[src/rtl/rv32_pkg.sv]
// RV32IM shared decode definitions: opcodes, ALU operation codes, immediate formats.
package rv32_pkg;

  localparam logic [6:0] OPC_LOAD     = 7'b0000011;
  localparam logic [6:0] OPC_MISC_MEM = 7'b0001111;
  localparam logic [6:0] OPC_OP_IMM   = 7'b0010011;
  localparam logic [6:0] OPC_AUIPC    = 7'b0010111;
  localparam logic [6:0] OPC_STORE    = 7'b0100011;
  localparam logic [6:0] OPC_OP       = 7'b0110011;
  localparam logic [6:0] OPC_LUI      = 7'b0110111;
  localparam logic [6:0] OPC_BRANCH   = 7'b1100011;
  localparam logic [6:0] OPC_JALR     = 7'b1100111;
  localparam logic [6:0] OPC_JAL      = 7'b1101111;
  localparam logic [6:0] OPC_SYSTEM   = 7'b1110011;

  localparam logic [6:0] F7_BASE   = 7'b0000000;
  localparam logic [6:0] F7_ALT    = 7'b0100000;
  localparam logic [6:0] F7_MULDIV = 7'b0000001;

  localparam logic [31:0] NOP_INSTR = 32'h0000_0013;

  typedef enum logic [4:0] {
    ALU_ADD, ALU_SUB, ALU_SLL, ALU_SLT, ALU_SLTU, ALU_XOR, ALU_SRL, ALU_SRA,
    ALU_OR, ALU_AND, ALU_PASSB, ALU_AUIPC,
    ALU_MUL, ALU_MULH, ALU_MULHSU, ALU_MULHU, ALU_DIV, ALU_DIVU, ALU_REM, ALU_REMU
  } aluop_e;

  typedef enum logic [2:0] {IMM_R, IMM_I, IMM_S, IMM_B, IMM_U, IMM_J} imm_fmt_e;

  // alt selects SUB/SRA on the funct3 slots that have an alternate form
  function automatic aluop_e base_aluop(input logic [2:0] funct3, input logic alt);
    aluop_e op;
    case (funct3)
      3'b000:  op = alt ? ALU_SUB : ALU_ADD;
      3'b001:  op = ALU_SLL;
      3'b010:  op = ALU_SLT;
      3'b011:  op = ALU_SLTU;
      3'b100:  op = ALU_XOR;
      3'b101:  op = alt ? ALU_SRA : ALU_SRL;
      3'b110:  op = ALU_OR;
      default: op = ALU_AND;
    endcase
    return op;
  endfunction

  function automatic aluop_e muldiv_aluop(input logic [2:0] funct3);
    aluop_e op;
    case (funct3)
      3'b000:  op = ALU_MUL;
      3'b001:  op = ALU_MULH;
      3'b010:  op = ALU_MULHSU;
      3'b011:  op = ALU_MULHU;
      3'b100:  op = ALU_DIV;
      3'b101:  op = ALU_DIVU;
      3'b110:  op = ALU_REM;
      default: op = ALU_REMU;
    endcase
    return op;
  endfunction

endpackage

[src/rtl/id_stage_imm_gen.sv]
// Immediate generator: sign-extended immediate for the selected RV32 format.
module imm_gen
  import rv32_pkg::*;
(
  input  logic [31:7] instr,
  input  imm_fmt_e    fmt,
  output logic [31:0] imm
);

  always_comb begin
    imm = '0;
    case (fmt)
      IMM_I:   imm = {{20{instr[31]}}, instr[31:20]};
      IMM_S:   imm = {{20{instr[31]}}, instr[31:25], instr[11:7]};
      IMM_B:   imm = {{19{instr[31]}}, instr[31], instr[7], instr[30:25], instr[11:8], 1'b0};
      IMM_U:   imm = {instr[31:12], 12'b0};
      IMM_J:   imm = {{11{instr[31]}}, instr[31], instr[19:12], instr[20], instr[30:21], 1'b0};
      default: imm = '0;
    endcase
  end

endmodule

[src/rtl/id_stage.sv]
// RV32IM instruction-decode stage: control decode, load-use hazard detection,
// write-back bypass and the ID/EX pipeline register.
module id_stage
  import rv32_pkg::*;
#(
  parameter int unsigned XLEN     = 32,
  parameter logic [31:0] RESET_PC = 32'h0000_0000
) (
  input  logic            CLK,
  input  logic            RESET,
  input  logic            IF_VALID,
  input  logic [31:0]     IF_INSTR,
  input  logic [31:0]     IF_PC,
  input  logic            FLUSH,
  input  logic            EX_STALL,
  output logic            STALL_OUT,
  output logic [4:0]      RS1,
  output logic [4:0]      RS2,
  input  logic [XLEN-1:0] DATA1,
  input  logic [XLEN-1:0] DATA2,
  input  logic            WB_WRITEENABLE,
  input  logic [4:0]      WB_WRITEADDRESS,
  input  logic [XLEN-1:0] WB_WRITEDATA,
  output logic            EX_VALID,
  output logic [31:0]     EX_PC,
  output logic [XLEN-1:0] EX_DATA1,
  output logic [XLEN-1:0] EX_DATA2,
  output logic [31:0]     EX_IMM,
  output logic [4:0]      EX_RS1,
  output logic [4:0]      EX_RS2,
  output logic [4:0]      EX_RD,
  output logic [4:0]      EX_ALUOP,
  output logic [2:0]      EX_FUNCT3,
  output logic            EX_ALUSRC,
  output logic            EX_REGWRITE,
  output logic            EX_MEMREAD,
  output logic            EX_MEMWRITE,
  output logic            EX_BRANCH,
  output logic            EX_JUMP,
  output logic            EX_MULDIV,
  output logic            EX_ILLEGAL
);

  typedef struct packed {
    logic            valid;
    logic [31:0]     pc;
    logic [XLEN-1:0] data1;
    logic [XLEN-1:0] data2;
    logic [31:0]     imm;
    logic [4:0]      rs1;
    logic [4:0]      rs2;
    logic [4:0]      rd;
    logic [4:0]      aluop;
    logic [2:0]      funct3;
    logic            alusrc;
    logic            regwrite;
    logic            memread;
    logic            memwrite;
    logic            branch;
    logic            jump;
    logic            muldiv;
    logic            illegal;
  } id_ex_t;

  localparam id_ex_t BUBBLE = '{pc: RESET_PC, default: '0};

  logic [6:0] opcode, funct7;
  logic [2:0] funct3;
  logic [4:0] rd;

  assign opcode = IF_INSTR[6:0];
  assign funct3 = IF_INSTR[14:12];
  assign funct7 = IF_INSTR[31:25];
  assign rd     = IF_INSTR[11:7];
  assign RS1    = IF_INSTR[19:15];
  assign RS2    = IF_INSTR[24:20];

  aluop_e   alu_op;
  imm_fmt_e imm_fmt;
  logic     alu_src, reg_write, mem_read, mem_write, branch, jump, muldiv, illegal;
  logic     use_rs1, use_rs2;

  always_comb begin
    alu_op    = ALU_ADD;
    imm_fmt   = IMM_R;
    alu_src   = 1'b0;
    reg_write = 1'b0;
    mem_read  = 1'b0;
    mem_write = 1'b0;
    branch    = 1'b0;
    jump      = 1'b0;
    muldiv    = 1'b0;
    illegal   = 1'b0;
    use_rs1   = 1'b1;
    use_rs2   = 1'b0;
    case (opcode)
      OPC_LOAD:   begin imm_fmt = IMM_I; alu_src = 1'b1; reg_write = 1'b1; mem_read = 1'b1; end
      OPC_STORE:  begin imm_fmt = IMM_S; alu_src = 1'b1; mem_write = 1'b1; use_rs2 = 1'b1; end
      OPC_BRANCH: begin imm_fmt = IMM_B; alu_op = ALU_SUB; branch = 1'b1; use_rs2 = 1'b1; end
      OPC_JAL:    begin imm_fmt = IMM_J; alu_src = 1'b1; reg_write = 1'b1; jump = 1'b1; use_rs1 = 1'b0; end
      OPC_JALR:   begin imm_fmt = IMM_I; alu_src = 1'b1; reg_write = 1'b1; jump = 1'b1; end
      OPC_LUI:    begin imm_fmt = IMM_U; alu_op = ALU_PASSB; alu_src = 1'b1; reg_write = 1'b1; use_rs1 = 1'b0; end
      OPC_AUIPC:  begin imm_fmt = IMM_U; alu_op = ALU_AUIPC; alu_src = 1'b1; reg_write = 1'b1; use_rs1 = 1'b0; end
      OPC_OP_IMM: begin
        imm_fmt   = IMM_I;
        alu_src   = 1'b1;
        reg_write = 1'b1;
        alu_op    = base_aluop(funct3, (funct3 == 3'b101) && (funct7 == F7_ALT));
        // shift-immediates reuse the funct7 field, so it must be a legal encoding
        if (funct3 == 3'b001 && funct7 != F7_BASE) illegal = 1'b1;
        if (funct3 == 3'b101 && funct7 != F7_BASE && funct7 != F7_ALT) illegal = 1'b1;
      end
      OPC_OP: begin
        reg_write = 1'b1;
        use_rs2   = 1'b1;
        if (funct7 == F7_MULDIV) begin
          muldiv = 1'b1;
          alu_op = muldiv_aluop(funct3);
        end else if (funct7 == F7_BASE) begin
          alu_op = base_aluop(funct3, 1'b0);
        end else if (funct7 == F7_ALT && (funct3 == 3'b000 || funct3 == 3'b101)) begin
          alu_op = base_aluop(funct3, 1'b1);
        end else begin
          illegal = 1'b1;
        end
      end
      OPC_MISC_MEM, OPC_SYSTEM: imm_fmt = IMM_I;
      default: illegal = 1'b1;
    endcase
    if (illegal) begin
      alu_op    = ALU_ADD;
      imm_fmt   = IMM_R;
      alu_src   = 1'b0;
      reg_write = 1'b0;
      mem_read  = 1'b0;
      mem_write = 1'b0;
      branch    = 1'b0;
      jump      = 1'b0;
      muldiv    = 1'b0;
    end
    if (rd == '0) reg_write = 1'b0;
  end

  logic [31:0] imm;

  imm_gen u_imm_gen (
    .instr (IF_INSTR[31:7]),
    .fmt   (imm_fmt),
    .imm   (imm)
  );

  logic            hazard, bubble;
  logic [XLEN-1:0] op1, op2;
  id_ex_t          d, q;

  assign hazard = q.valid & q.memread & (q.rd != '0) &
                  ((use_rs1 & (q.rd == RS1)) | (use_rs2 & (q.rd == RS2)));
  // reset term keeps STALL_OUT low while the pipeline is held in reset
  assign STALL_OUT = RESET & ((hazard & IF_VALID & ~FLUSH) | EX_STALL);
  assign bubble    = FLUSH | ~IF_VALID | hazard;

  always_comb begin
    op1 = DATA1;
    if (RS1 == '0) op1 = '0;
    else if (WB_WRITEENABLE && WB_WRITEADDRESS == RS1) op1 = WB_WRITEDATA;
    op2 = DATA2;
    if (RS2 == '0) op2 = '0;
    else if (WB_WRITEENABLE && WB_WRITEADDRESS == RS2) op2 = WB_WRITEDATA;
  end

  always_comb begin
    d = BUBBLE;
    if (!bubble) begin
      d.valid    = 1'b1;
      d.pc       = IF_PC;
      d.data1    = op1;
      d.data2    = op2;
      d.imm      = imm;
      d.rs1      = RS1;
      d.rs2      = RS2;
      d.rd       = rd;
      d.aluop    = alu_op;
      d.funct3   = funct3;
      d.alusrc   = alu_src;
      d.regwrite = reg_write;
      d.memread  = mem_read;
      d.memwrite = mem_write;
      d.branch   = branch;
      d.jump     = jump;
      d.muldiv   = muldiv;
      d.illegal  = illegal;
    end
  end

  always_ff @(posedge CLK or negedge RESET) begin
    if (!RESET)         q <= BUBBLE;
    else if (!EX_STALL) q <= d;
  end

  assign EX_VALID    = q.valid;
  assign EX_PC       = q.pc;
  assign EX_DATA1    = q.data1;
  assign EX_DATA2    = q.data2;
  assign EX_IMM      = q.imm;
  assign EX_RS1      = q.rs1;
  assign EX_RS2      = q.rs2;
  assign EX_RD       = q.rd;
  assign EX_ALUOP    = q.aluop;
  assign EX_FUNCT3   = q.funct3;
  assign EX_ALUSRC   = q.alusrc;
  assign EX_REGWRITE = q.regwrite;
  assign EX_MEMREAD  = q.memread;
  assign EX_MEMWRITE = q.memwrite;
  assign EX_BRANCH   = q.branch;
  assign EX_JUMP     = q.jump;
  assign EX_MULDIV   = q.muldiv;
  assign EX_ILLEGAL  = q.illegal;

endmodule

[config.mk]
export PLATFORM = sky130hd
export DESIGN_NAME = id_stage
export DESIGN_NICKNAME = d
export VERILOG_FILES = /design/src/rtl/rv32_pkg.sv /design/src/rtl/id_stage_imm_gen.sv /design/src/rtl/id_stage.sv
export SDC_FILE = /design/constraint.sdc
export NUM_CORES = 1
export LEC_CHECK = 0
export ABC_AREA = 0
export CAP_MARGIN = 20
export CORE_AREA = 2 2 135 137
export CTS_BUF_LIST = sky130_fd_sc_hd__clkbuf_8
export DETAILED_ROUTE_END_ITERATION = 10
export DIE_AREA = 0 0 137 139
export PLACE_DENSITY_LB_ADDON = 0.12
export SKIP_CTS_REPAIR_TIMING = 1
export SLEW_MARGIN = 10
export SYNTH_ARGS = -nofsm -noshare
export SYNTH_HDL_FRONTEND = slang
export SYNTH_SLANG_ARGS = --single-unit
export TNS_END_PERCENT = 20
[constraint.sdc]
create_clock -name CLK -period 3.3 [get_ports CLK]
set_input_delay 0.825 -clock CLK [delete_from_list [all_inputs] [get_ports CLK]]
set_output_delay 0.825 -clock CLK [all_outputs]
set_load 0.01 [all_outputs]
==> out/metrics.yaml <==
grt_pass1_wl_um: 40700
setup_violations: 0
grt_max_degree: 161
fmax_mhz: 315
grt_usage_pct: 28.0
drv_slew: 0
cts_tree: "yes"
wl_per_cell_um: 20.2
synth_seq_cells: 160
fp.dieW_um: 137
clkLatencyLatePin_ps: 450
post-dp-hpwl_um: 19800
place_ws_ps: -530
first_pass_iters: 4
synth_area_leaders: "dfrtp_1, mux2i_1, a22o_1"
max_cap_viol_count: 0
numCtsBuffers: 17
finalWorstSetupSlack_ps: 130
critPathRequiredTime_ps: 2470
synthFlopType: "dfrtp_1"
port-buffer-count: 341
wl_met3_um: 2050
leakage_nw: 5.01
reg2reg_from: "EX_RD[2]"
die_h_um: 139
drive_gt1_share_pct: 10.6
cts.sinks: 160
drt_iter0_drc: 454
fin_area_mm2: 0.0119
clkTransAtPathRegs_ps: 90
yosysTopAreaCell: "dfrtp_1"
rsz0062_at_grt: "false"
status: "complete, no violations"
slew_headroom_pct: 47.0
yosys.area.top_type_share_pct: 52.6
synth_area_mm2: 0.00762
finalNetCount: 1250
wl_met1_um: 10500
hold_class: "in2async"
setup_tns_ps: 0
worst_pin_slew_ps: 795
syn-num-nets: 893
critPathCaptureType: "primary output"
areaGrowthSynthToFinish_pct: 56.3
netlist-cell-type-count: 57
drt-total-wl_um: 26700
cts_root_buffer: "clkbuf_8"
cts_buffer_depth: 2
highest_layer: "met5"
grt_pass1_vias: 7224
remaining_drc_errors: 0
synthCells: 722
antenna_found_initial: 5
gp_congestion: 0.881
syn_avg_cell_area_um2: 10.5
ant_nets: 0
num_io_pins: 342
hold_viol: 0
crit_path_start_kind: "input pin"
vias: 7028
met2_length_um: 13300
path_class: "in2out"
timing.final.crit_share_pct: 96.1
dieArea_mm2: 0.0190
crit_start: "IF_INSTR[5]"
num_rows: 49
synth_enable_flop_cells: 0
start_util_pct: 43.1
htreeDepth: 4
dpl_cell_area_mm2: 0.0115
synth_warnings: 0
vias_per_cell: 5.31
cp_max_fo: 3
peakVddDrop_mv: 0.210
fin_hold_ws_ps: 186
ys_seq_area_share_pct: 52.6
postSynth.asyncResetShare_pct: 100
cp.arrival_ps: 2340
min_period_ps: 3170
grt_overflow: 0
finalClockSkew_ps: 13.0
power_density_mw_per_mm2: 358
core_mm2: 0.0177
-- cell usage in the layout (no fill, tap or decap), types with 3 or more instances in the layout --
cell / n
clkbuf_8: 17
xor2_1: 12
a22o_1: 68
xnor2_1: 10
o21ai_1: 31
nor2_1: 8
nand2_1: 104
diode_2: 3
dfrtp_1: 160
buf_4: 57
o21ai_0: 72
nand2b_1: 5
a21o_1: 3
a21oi_1: 29
a32o_1: 3
dlymetal6s2s_1: 11
inv_6: 4
mux2i_1: 64
o21a_1: 3
nor4_1: 5
buf_12: 7
clkinv_2: 3
inv_1: 7
nand3_1: 5
or3_1: 3
clkdlybuf4s50_1: 327
nor3_1: 8
clkinvlp_4: 5
or4_1: 5
o21ai_2: 3
and3_1: 4
-- path summary, 6_finish.rpt --
path | endpoint | slack, ps | cells after the start
worst max-delay path | STALL_OUT | 130 | 8
worst min-delay path | EX_RS1[0] | 190 | 1
worst max register to register | EX_DATA2[25] | 540 | 9
worst min register to register | EX_DATA2[26] | 490 | 2
max in group asynchronous | EX_DATA2[20] | 2080 | 2
min in group CLK | EX_DATA2[26] | 490 | 2
-- through the flow --
step / power (mW) / util (%) / std cells
2_1_floorplan: 2.42 / - / 722
3_3_place_gp: 2.97 / 65.1 / 1287
3_5_place_dp: 2.99 / 65.1 / 1287
4_1_cts: 4.30 / 67.1 / 1319
5_1_grt: 4.46 / 67.4 / 1323
6_report: 4.26 / 67.4 / 1324
-- registers in the layout, summed over array words and instances (netlist names) --
register	count
EX_FUNCT3	3
EX_JUMP	1
EX_MULDIV	1
EX_ALUSRC	1
EX_PC	32
EX_RD	5
EX_MEMREAD	1
EX_RS2	5
EX_ILLEGAL	1
EX_IMM	32
EX_DATA2	32
EX_MEMWRITE	1
EX_RS1	5
EX_VALID	1
EX_BRANCH	1
EX_DATA1	32
EX_ALUOP	5
EX_REGWRITE	1
-- critical path: stages --
cell,delay (ps)
clkdlybuf4s50_1,460
and4b_1,210
o211a_1,240
nor2_2,110
nand2_1,60
a21oi_1,140
o21a_1,160
buf_2,130
-- power by group --
part | internal, mW | switching (mW)
Sequential | 2.04 | 0.0499
Combinational | 0.478 | 0.378
Clock | 0.527 | 0.784
-- cells by family after synthesis --
family / Yosys count / share of synthesized area [%]
compound gates: 235 / 20.7
mux: 65 / 8.56
buf+inv: 72 / 5.11
flops: 160 / 52.6
xor+xnor: 23 / 2.64
simple gates: 167 / 10.4
-- Yosys cell counts (2+ instances only) --
cell type  count
or4_1          5
nand2b_1       5
and4bb_2       2
nand2_1      105
o21ai_2        3
clkbuf_2       2
nor2b_1        2
mux2i_1       64
a21oi_1       29
nor4_1         5
a22oi_1        2
nor3_1         9
nor2_1         9
or3_1          3
o21ai_1       31
nor3b_1        2
xnor2_1       11
dfrtp_1      160
xor2_1        12
a32o_1         3
buf_2          9
buf_6          9
and3_1         6
a211oi_1       2
o21ai_0       72
nand3_1        5
inv_1          6
clkbuf_1      36
a21o_1         3
and2_1         2
a221oi_1       2
a31oi_1        2
buf_4         10
o31ai_1        2
a22o_1        68
o21a_1         3
-- layer usage --
metal  GRT usage [%]  vias to the layer above
met4            11.3                        4
li1                -                     3312
met1            33.7                     3408
met2            46.9                      250
met5               0                        -
met3            8.04                       54
-- layout make-up --
class                           instances  area, µm²
Clock buffer                           17        234
Sequential cell                       160       4000
Fill cell                            1474       5750
Tap cell                              229        287
Multi-Input combinational cell        490       3240
Clock inverter                         15        111
Antenna cell                            3       7.51
Inverter                                6       22.5
Timing Repair Buffer                  404       4000
Note: power is estimated with default switching activity, not from simulation.
